$ cat config.mk
export PLATFORM = sky130hd
export DESIGN_NAME = reg_alu_issue
export DESIGN_NICKNAME = d
export VERILOG_FILES = /design/src/rtl/reg_alu_issue.sv
export SDC_FILE = /design/constraint.sdc
export NUM_CORES = 1
export LEC_CHECK = 0
export BUFFER_PORTS_ARGS = -buffer_cell sky130_fd_sc_hd__buf_2
export CAP_MARGIN = 0
export CORE_MARGIN = 4
export CORE_UTILIZATION = 30
export CTS_CLUSTER_DIAMETER = 50
export DETAILED_ROUTE_END_ITERATION = 10
export GPL_TIMING_DRIVEN = 0
export HOLD_SLACK_MARGIN = 0.12
export SLEW_MARGIN = 0
export SYNTH_ARGS = -nofsm -noshare
export SYNTH_HDL_FRONTEND = slang
export SYNTH_SLANG_ARGS = --single-unit
$ cat constraint.sdc
create_clock -name clk -period 3.1 [get_ports clk]
set_input_delay 0.31 -clock clk [delete_from_list [all_inputs] [get_ports clk]]
set_output_delay 0.31 -clock clk [all_outputs]
set_load 0.03 [all_outputs]
$ cat src/rtl/reg_alu_issue.sv
// reg_alu_issue: instruction queue and issue controller sitting directly upstream
// of reg_alu. Words enter through a valid/ready handshake and are buffered in a
// circular queue. They leave one per cycle on a registered bus, and a sticky
// carry flag is captured from reg_alu.
// Optional feature: define ISSUE_CNT_EN to add the 16-bit issue_cnt output.
`timescale 1ns/1ps
module reg_alu_issue #(
  parameter int DEPTH = 4,
  parameter int AW    = 3,
  parameter int DW    = 16,
  parameter int IW    = 4 + 3*AW + DW
) (
  input  logic                     clk,
  input  logic                     reset,
  input  logic                     start,
  input  logic                     pause,
  input  logic                     flush,
  input  logic                     in_valid,
  output logic                     in_ready,
  input  logic [IW-1:0]            in_instr,
  output logic                     sel,
  output logic                     wr,
  output logic [1:0]               op,
  output logic [AW-1:0]            rd_addr_a,
  output logic [AW-1:0]            rd_addr_b,
  output logic [AW-1:0]            wr_addr,
  output logic [DW-1:0]            d_in,
  output logic                     issue_vld,
  input  logic                     cout,
  output logic                     carry_flag,
  output logic [$clog2(DEPTH):0]   q_count,
  output logic [1:0]               state
`ifdef ISSUE_CNT_EN
  ,
  output logic [15:0]              issue_cnt
`endif
);

  localparam int PW = $clog2(DEPTH);

  localparam logic [1:0] S_IDLE  = 2'd0;
  localparam logic [1:0] S_RUN   = 2'd1;
  localparam logic [1:0] S_PAUSE = 2'd2;
  localparam logic [1:0] S_FLUSH = 2'd3;

  logic [IW-1:0] mem [DEPTH];
  logic [PW:0]   wr_ptr;
  logic [PW:0]   rd_ptr;
  logic          full;
  logic          empty;
  logic          push;
  logic          pop;
  logic          clr;
  logic [1:0]    state_nxt;
  logic [IW-1:0] bus_p1;
  logic          vld_p1;

  // The extra wrap bit on each pointer separates full from empty.
  assign empty    = (wr_ptr == rd_ptr);
  assign full     = (wr_ptr[PW] != rd_ptr[PW]) && (wr_ptr[PW-1:0] == rd_ptr[PW-1:0]);
  assign q_count  = wr_ptr - rd_ptr;
  assign in_ready = !full && (state != S_FLUSH);

  // A flush request and the FLUSH state both wipe the queue and the carry.
  // A word offered in the same cycle as a flush is discarded.
  assign clr  = flush || (state == S_FLUSH);
  assign push = in_valid && in_ready && !clr;
  assign pop  = (state == S_RUN) && !empty && !pause && !flush;

  // Next-state logic; flush outranks pause, and pause outranks start.
  always_comb begin
    state_nxt = state;
    if (flush) begin
      state_nxt = S_FLUSH;
    end else begin
      case (state)
        S_IDLE, S_PAUSE: if (start && !pause) state_nxt = S_RUN;
        S_RUN:           if (pause) state_nxt = S_PAUSE;
        default:         state_nxt = S_IDLE;
      endcase
    end
  end

  // State register.
  always_ff @(posedge clk or negedge reset) begin
    if (!reset) state <= S_IDLE;
    else        state <= state_nxt;
  end

  // Queue pointers; clearing on a flush takes priority over any push or pop.
  always_ff @(posedge clk or negedge reset) begin
    if (!reset) begin
      wr_ptr <= '0;
      rd_ptr <= '0;
    end else if (clr) begin
      wr_ptr <= '0;
      rd_ptr <= '0;
    end else begin
      if (push) wr_ptr <= wr_ptr + (PW+1)'(1);
      if (pop)  rd_ptr <= rd_ptr + (PW+1)'(1);
    end
  end

  // Queue storage holds data only; the pointers alone define what is valid.
  always_ff @(posedge clk) begin
    if (push) mem[wr_ptr[PW-1:0]] <= in_instr;
  end

  // Issue stage: pop into the bus registers, or drive an all-zero bubble.
  always_ff @(posedge clk or negedge reset) begin
    if (!reset) begin
      bus_p1 <= '0;
      vld_p1 <= 1'b0;
    end else if (pop) begin
      bus_p1 <= mem[rd_ptr[PW-1:0]];
      vld_p1 <= 1'b1;
    end else begin
      bus_p1 <= '0;
      vld_p1 <= 1'b0;
    end
  end

  assign {sel, wr, op, rd_addr_a, rd_addr_b, wr_addr, d_in} = bus_p1;
  assign issue_vld = vld_p1;

  // Sticky carry: updated only by a real ALU write; a flush clears it.
  always_ff @(posedge clk or negedge reset) begin
    if (!reset)                                          carry_flag <= 1'b0;
    else if (clr)                                        carry_flag <= 1'b0;
    else if (vld_p1 && bus_p1[IW-1] && bus_p1[IW-2])     carry_flag <= cout;
  end

`ifdef ISSUE_CNT_EN
  // Free-running count of issued words; wraps naturally and survives a flush.
  always_ff @(posedge clk or negedge reset) begin
    if (!reset)      issue_cnt <= 16'd0;
    else if (vld_p1) issue_cnt <= issue_cnt + 16'd1;
  end
`endif

endmodule

==> results.ini, run 1 <==
[synth]
avgSynthCellArea_um2=20.58
synth_cell_types=30
ys_seq_area_frac=0.7711
synth_nets=325
syn_inst=281
yosysTopAreaCellShare=0.6023
yosys.area.top_type=edfxtp_1
synthTopCellsByArea=edfxtp_1 60%, dfrtp_1 17%, mux4_2 11%
syn_area_um2=5783
yosysWarningCount=0
yosys_register_bits=155

[sta]
period_share=0.8604
setup_viol=0
layout_setup_ws_ns=0.4328
fin_tns_setup_ns=0
slew-limit-headroom=0.3596
slew_violations=0
fin_skew_ns=0.01094
rsz0062_at_grt=false
worst_pin_slew_ns=0.9606
hold_viol_final=0
period_needed_ns=2.667
fmax_mhz=374.9

[floorplan]
ios=73
die_w_um=146.8
coreArea_um2=18830
floorplan.initialDensity=0.3071
die-area_um2=21560
die-height_um=146.8
fp-row-count=50

[critical_path]
cp.arrival_ns=2.72
cp.required_ns=3.16
cpPeakStageDelay_ns=0.62
path_cells=clkbuf_2 > inv_1 > ha_1 > a31oi_2 > and3_4
crit_path_start_kind=register
path_class=reg2reg
path_max_fanout=29
crit_slowest_cell=and3_4
end_kind=register

[cts]
cts_root_buffer=clkbuf_16
clk_path_buf_depth=2
cts_tree=done
numClockSinks=155
cts_max_level=4
clkTransAtPathRegs_ns=0.07
numCtsBuffers=17
clock_latency_ns=0.42

[power]
leakage_nw=2.830
power_mw=4.593
irDropWorstVdd_mv=0.3569
p_per_area_nw_per_um2=617.7

[routing]
viasPerCell=4.301
drtPass1Iterations=4
ant_nets=0
drc=0
finalWirelength_mm=11.26
wl_per_cell_um=16.60
drt_iter0_drc=135
vias=2916

[place]
dp_hpwl_mm=6.651
place.gp.congestion=0.7438
place_ws_ns=-0.1508
port_buffers=72
place_area_um2=6474

[global_route]
grt_usage=0.1105
grt_max_degree=40
grt_pass1_wl_mm=17.88
grt_pass1_vias=3155
grt-ovfl-total=0
antenna_found_initial=0

[layout]
fin_area_um2=7436
antennaDiodeCount=0
post-route-util=0.3949
area_delta_synth_final_pct=28.58
nNetsFinal=449
final_layout_size_suffix_gt1_frac=0.3612

[job]
maxCapViolCount=0

[worst_hold_path]
min_path_type=in2reg

[outcome]
outcome=complete, no violations

==> Yosys cell counts, drive strengths merged <==
cell type	count
a31oi	2
nor3	1
nand2b	1
buf	10
o311ai	1
clkbuf	1
edfxtp	116
dfrtp	39
and3	4
nand3	1
inv	10
mux2i	8
o21ai	2
fa	1
ha	7
nor4b	1
mux4	29
xor2	3
nand2	10
a21bo	1
nor2b	29
a21oi	1
o211ai	1
and2	1
a311oi	1
==> worst max-delay path: cells and delay by family, from the launching register on <==
| kind | cells | cell delay, ns |
|---|---|---|
| fa+ha+maj | 1 | 0.34 |
| flops | 1 | 0.48 |
| buf+inv | 2 | 0.42 |
| simple gates | 1 | 0.62 |
| compound gates | 1 | 0.42 |
==> path summary, 6_finish.rpt <==
path                            startpoint    endpoint  slack, ns  cells after the start
worst max-delay path             rd_ptr[1]   mem[2][7]       0.43                      5
worst min-delay path                 start    state[1]       0.14                      2
worst max register to register   rd_ptr[1]   mem[2][7]       0.43                      5
worst min register to register   rd_ptr[2]   rd_ptr[2]       0.53                      1
max in group asynchronous            reset  bus_p1[11]       1.91                      2
min in group asynchronous            reset  bus_p1[20]       0.59                      2
==> power breakdown <==
part | internal [mW] | switching [mW] | total, mW | leakage, nW
combinational | 0.0872 | 0.105 | 0.192 | 0.947
sequential | 2.26 | 0.00945 | 2.27 | 1.58
clock | 1.28 | 0.846 | 2.13 | 0.298
total | 3.63 | 0.961 | 4.59 | 2.83
==> cell usage in the layout, fill, tap and decap left out, types with 2 or more instances in the layout <==
cell | netlist | final
clkinv_2 | 0 | 3
edfxtp_1 | 116 | 116
inv_8 | 0 | 2
mux4_2 | 29 | 29
buf_4 | 3 | 3
bufinv_16 | 0 | 3
nand2_1 | 10 | 10
xor2_1 | 2 | 2
ha_1 | 7 | 7
inv_6 | 0 | 4
inv_1 | 10 | 10
nor2b_1 | 29 | 29
dfrtp_1 | 39 | 39
clkinvlp_4 | 0 | 2
mux2i_1 | 8 | 8
buf_2 | 3 | 75
buf_1 | 3 | 2
and3_4 | 0 | 4
clkbuf_16 | 0 | 17
dlygate4sd3_1 | 0 | 32
==> logic make-up (layout without fill, tap and decap cells) <==
kind of cell / after synthesis / in the layout / share of synthesized area
buffers and inverters: 21 / 157 / 0.01752
DFF: 155 / 155 / 0.7711
xor gates and xnor gates: 3 / 3 / 0.005843
AOI/OAI and AO/OA: 9 / 9 / 0.01147
adders and majority gates: 8 / 8 / 0.01861
and+or+nand+nor: 48 / 49 / 0.04868
muxes: 37 / 37 / 0.1268
==> repair_timing <==
item | CTS | global route
cloned | 0 | 1
hold buffers | 32 | 0
hold endpoints to repair | 157 | 0
endpoints found under the setup margin | 116 | 116
setup buffers | 0 | 0
pin swaps | 0 | 1
resized for setup | 0 | 6
==> layer usage <==
layer | wire (µm) | GRT usage | vias to the layer above
li1 | - | - | 1334
met1 | 4897 | 0.1330 | 1501
met2 | 5711 | 0.1853 | 65
met3 | 479 | 0.03794 | 16
met4 | 170 | 0.03951 | 0
met5 | 0 | 0 | -
==> layout make-up <==
cell class	count	area [µm²]
clock buffers	17	425.4
plain buffers	11	65.06
flip-flops and latches	155	4459
multi-input cells	106	1256
inverters	10	37.54
repair buffers	104	680.7
clock inverters	15	186.4
fillers	1736	11390
well taps	260	325.3
==> metrics by stage <==
step | instances | hold WS, ns
after floorplan | 281 | 0.01441
after detailed placement | 613 | 0.5235
after global routing | 678 | 0.1731
after global placement | 613 | 0.5160
final | 678 | 0.1378
after CTS | 677 | 0.1233
==> sequential cells by signal, summed over array words and instances (netlist names) <==
name        count
mem           116
bus_p1         29
rd_ptr          3
wr_ptr          3
state           2
carry_flag      1
issue_vld       1
Power figures use the tool's default switching activity.
==> run 2: changes to the inputs <==
--- a/config.mk
+++ b/config.mk
@@ -8,11 +8,12 @@
 export BUFFER_PORTS_ARGS = -buffer_cell sky130_fd_sc_hd__buf_2
 export CAP_MARGIN = 0
 export CORE_MARGIN = 4
-export CORE_UTILIZATION = 30
+export CORE_UTILIZATION = 35
 export CTS_CLUSTER_DIAMETER = 50
 export DETAILED_ROUTE_END_ITERATION = 10
 export GPL_TIMING_DRIVEN = 0
 export HOLD_SLACK_MARGIN = 0.12
+export PLACE_DENSITY = 0.58
 export SLEW_MARGIN = 0
 export SYNTH_ARGS = -nofsm -noshare
 export SYNTH_HDL_FRONTEND = slang
==> results.ini, run 2 (synthesis gave the netlist of run 1 again) <==
[floorplan]
die_w_um=136.5  ; was 146.8 µm
fp-row-count=46  ; was 50
floorplan.initialDensity=0.3601  ; was 0.3071
die-height_um=136.5  ; was 146.8 µm
coreArea_um2=16060  ; was 18,830 µm²
die-area_um2=18640  ; was 21,560 µm²
ios=73  ; unchanged

[global_route]
antenna_found_initial=0  ; unchanged
grt_pass1_vias=3103  ; was 3,155
grt_pass1_wl_mm=16.63  ; was 17.88 mm
grt-ovfl-total=0  ; unchanged
grt_usage=0.1225  ; was 0.1105
grt_max_degree=40  ; unchanged

[critical_path]
cp.required_ns=3.15  ; was 3.16 ns
cpPeakStageDelay_ns=0.61  ; was 0.62 ns
path_class=reg2reg  ; unchanged
cp.arrival_ns=2.91  ; was 2.72 ns
path_max_fanout=29  ; unchanged
path_cells=buf_1 > inv_1 > ha_1 > a31oi_2 > and3_4  ; was clkbuf_2 > inv_1 > ha_1 > a31oi_2 > and3_4
end_kind=register  ; unchanged
crit_slowest_cell=and3_4  ; unchanged
crit_path_start_kind=register  ; unchanged

[cts]
clkTransAtPathRegs_ns=0.06  ; was 0.07 ns
clock_latency_ns=0.41  ; was 0.42 ns
cts_max_level=4  ; unchanged
cts_tree=done  ; unchanged
numCtsBuffers=17  ; unchanged
clk_path_buf_depth=2  ; unchanged
cts_root_buffer=clkbuf_16  ; unchanged
numClockSinks=155  ; unchanged

[sta]
layout_setup_ws_ns=0.2426  ; was 0.4328 ns
setup_viol=0  ; unchanged
fmax_mhz=350.0  ; was 374.9 MHz
period_needed_ns=2.857  ; was 2.667 ns
slew_violations=0  ; unchanged
fin_tns_setup_ns=0  ; unchanged
slew-limit-headroom=0.3721  ; was 0.3596
rsz0062_at_grt=false  ; unchanged
hold_viol_final=0  ; unchanged
period_share=0.9218  ; was 0.8604
fin_skew_ns=0.004479  ; was 0.01094 ns
worst_pin_slew_ns=0.9418  ; was 0.9606 ns

[layout]
final_common_cell=edfxtp_1  ; unchanged
multi_input_area_um2=1256  ; unchanged
antennaDiodeCount=0  ; unchanged
largest_reg_flops=116  ; unchanged
nFillCells=1413  ; was 1,736
nNetsFinal=449  ; unchanged
final_cell_mix=116 x edfxtp_1, 75 x buf_2, 39 x dfrtp_1  ; unchanged
fin_area_um2=7318  ; was 7436 µm²
final_layout_size_suffix_gt1_frac=0.3445  ; was 0.3612
area_delta_synth_final_pct=26.55  ; was 28.58%
regArea_um2=4459  ; unchanged

[routing]
drtPass1Iterations=4  ; unchanged
vias=2853  ; was 2,916
ant_nets=0  ; unchanged
wl_met3_um=536  ; was 479 µm
viasPerCell=4.500  ; was 4.301
route.layer.met1.wl_mm=4.680  ; was 4.897 mm
wl_per_cell_um=17.00  ; was 16.60 µm
top_layer=met4  ; unchanged
finalWirelength_mm=10.78  ; was 11.26 mm
wl_met2_mm=5.346  ; was 5.711 mm
drt_iter0_drc=190  ; was 135
drc=0  ; unchanged

[place]
place_area_um2=6419  ; was 6474 µm²
place.gp.congestion=0.6703  ; was 0.7438
port_buffers=72  ; unchanged
place_ws_ns=-0.1278  ; was -0.1508 ns
dp_hpwl_mm=6.325  ; was 6.651 mm

[worst_hold_path]
min_path_type=in2reg  ; unchanged

[power]
power_mw=4.366  ; was 4.593 mW
irDropWorstVdd_mv=0.3861  ; was 0.3569 mV
leakage_nw=2.798  ; was 2.830 nW
p_per_area_nw_per_um2=596.6  ; was 617.7 nW/µm²

[outcome]
outcome=complete, no violations  ; unchanged

[job]
maxCapViolCount=0  ; unchanged

## run 2: cell count changes in the layout (fill, tap and decap cells not counted), moves of 2 or more
cell | previous run | this run
inv_6 | 4 | 0
clkbuf_1 | 1 | 4
clkbuf_8 | 0 | 3
clkinv_1 | 0 | 3
bufinv_16 | 3 | 1
inv_8 | 2 | 0
## run 2: critical path, delay by kind of cell (launching register included)
kind                     cells  cell delay [ns]
AO/OA/AOI/OAI                1             0.41
adder cells (fa/ha/maj)      1             0.35
buffers and inverters        2             0.62
flip-flops                   1             0.49
AND/OR/NAND/NOR              1             0.61
## run 2: routing by layer
metal | vias up | track usage
li1 | 1330 | -
met1 | 1431 | 0.1515
met2 | 71 | 0.1982
met3 | 21 | 0.03787
met4 | 0 | 0.05543
met5 | - | 0
## run 2: area by class of cell
class,count,share of cell area
Inverter,10,0.005129
Multi-Input combinational cell,106,0.1717
Clock inverter,9,0.009916
Timing Repair Buffer,104,0.09301
Clock buffer,23,0.06531
Buffer,11,0.008719
Tap cell,216,0.03693
Sequential cell,155,0.6093
## run 2: worst paths after layout
| path | from | to | slack (ns) | cells past startpoint |
|---|---|---|---|---|
| worst max-delay path | rd_ptr[1] | mem[0][8] | 0.24 | 5 |
| worst min-delay path | start | state[1] | 0.15 | 2 |
| worst max register to register | rd_ptr[1] | mem[0][8] | 0.24 | 5 |
| worst min register to register | rd_ptr[2] | rd_ptr[2] | 0.53 | 1 |
| max in group asynchronous | reset | bus_p1[8] | 1.93 | 2 |
| min in group asynchronous | reset | bus_p1[20] | 0.58 | 2 |
## run 2: repair_timing
action,in CTS,in global routing
endpoints found under the hold margin,157,0
setup buffers,0,0
setup endpoints to repair,116,116
gates cloned,0,1
gates resized for setup,0,5
pin swaps,0,1
hold buffers,32,0
## run 2: through the flow
step / utilization / hold slack, ns / cells
6_report: 0.4557 / 0.1496 / 634
5_1_grt: 0.4557 / 0.1382 / 634
4_1_cts: 0.4540 / 0.1274 / 633
3_5_place_dp: 0.3997 / 0.5276 / 569
3_3_place_gp: 0.3994 / 0.5130 / 569
2_1_floorplan: - / 0.01441 / 281
## run 2: power breakdown
part	switching, mW	internal [mW]
sequential	0.00951	2.26
combinational	0.102	0.0863
clock	0.749	1.16
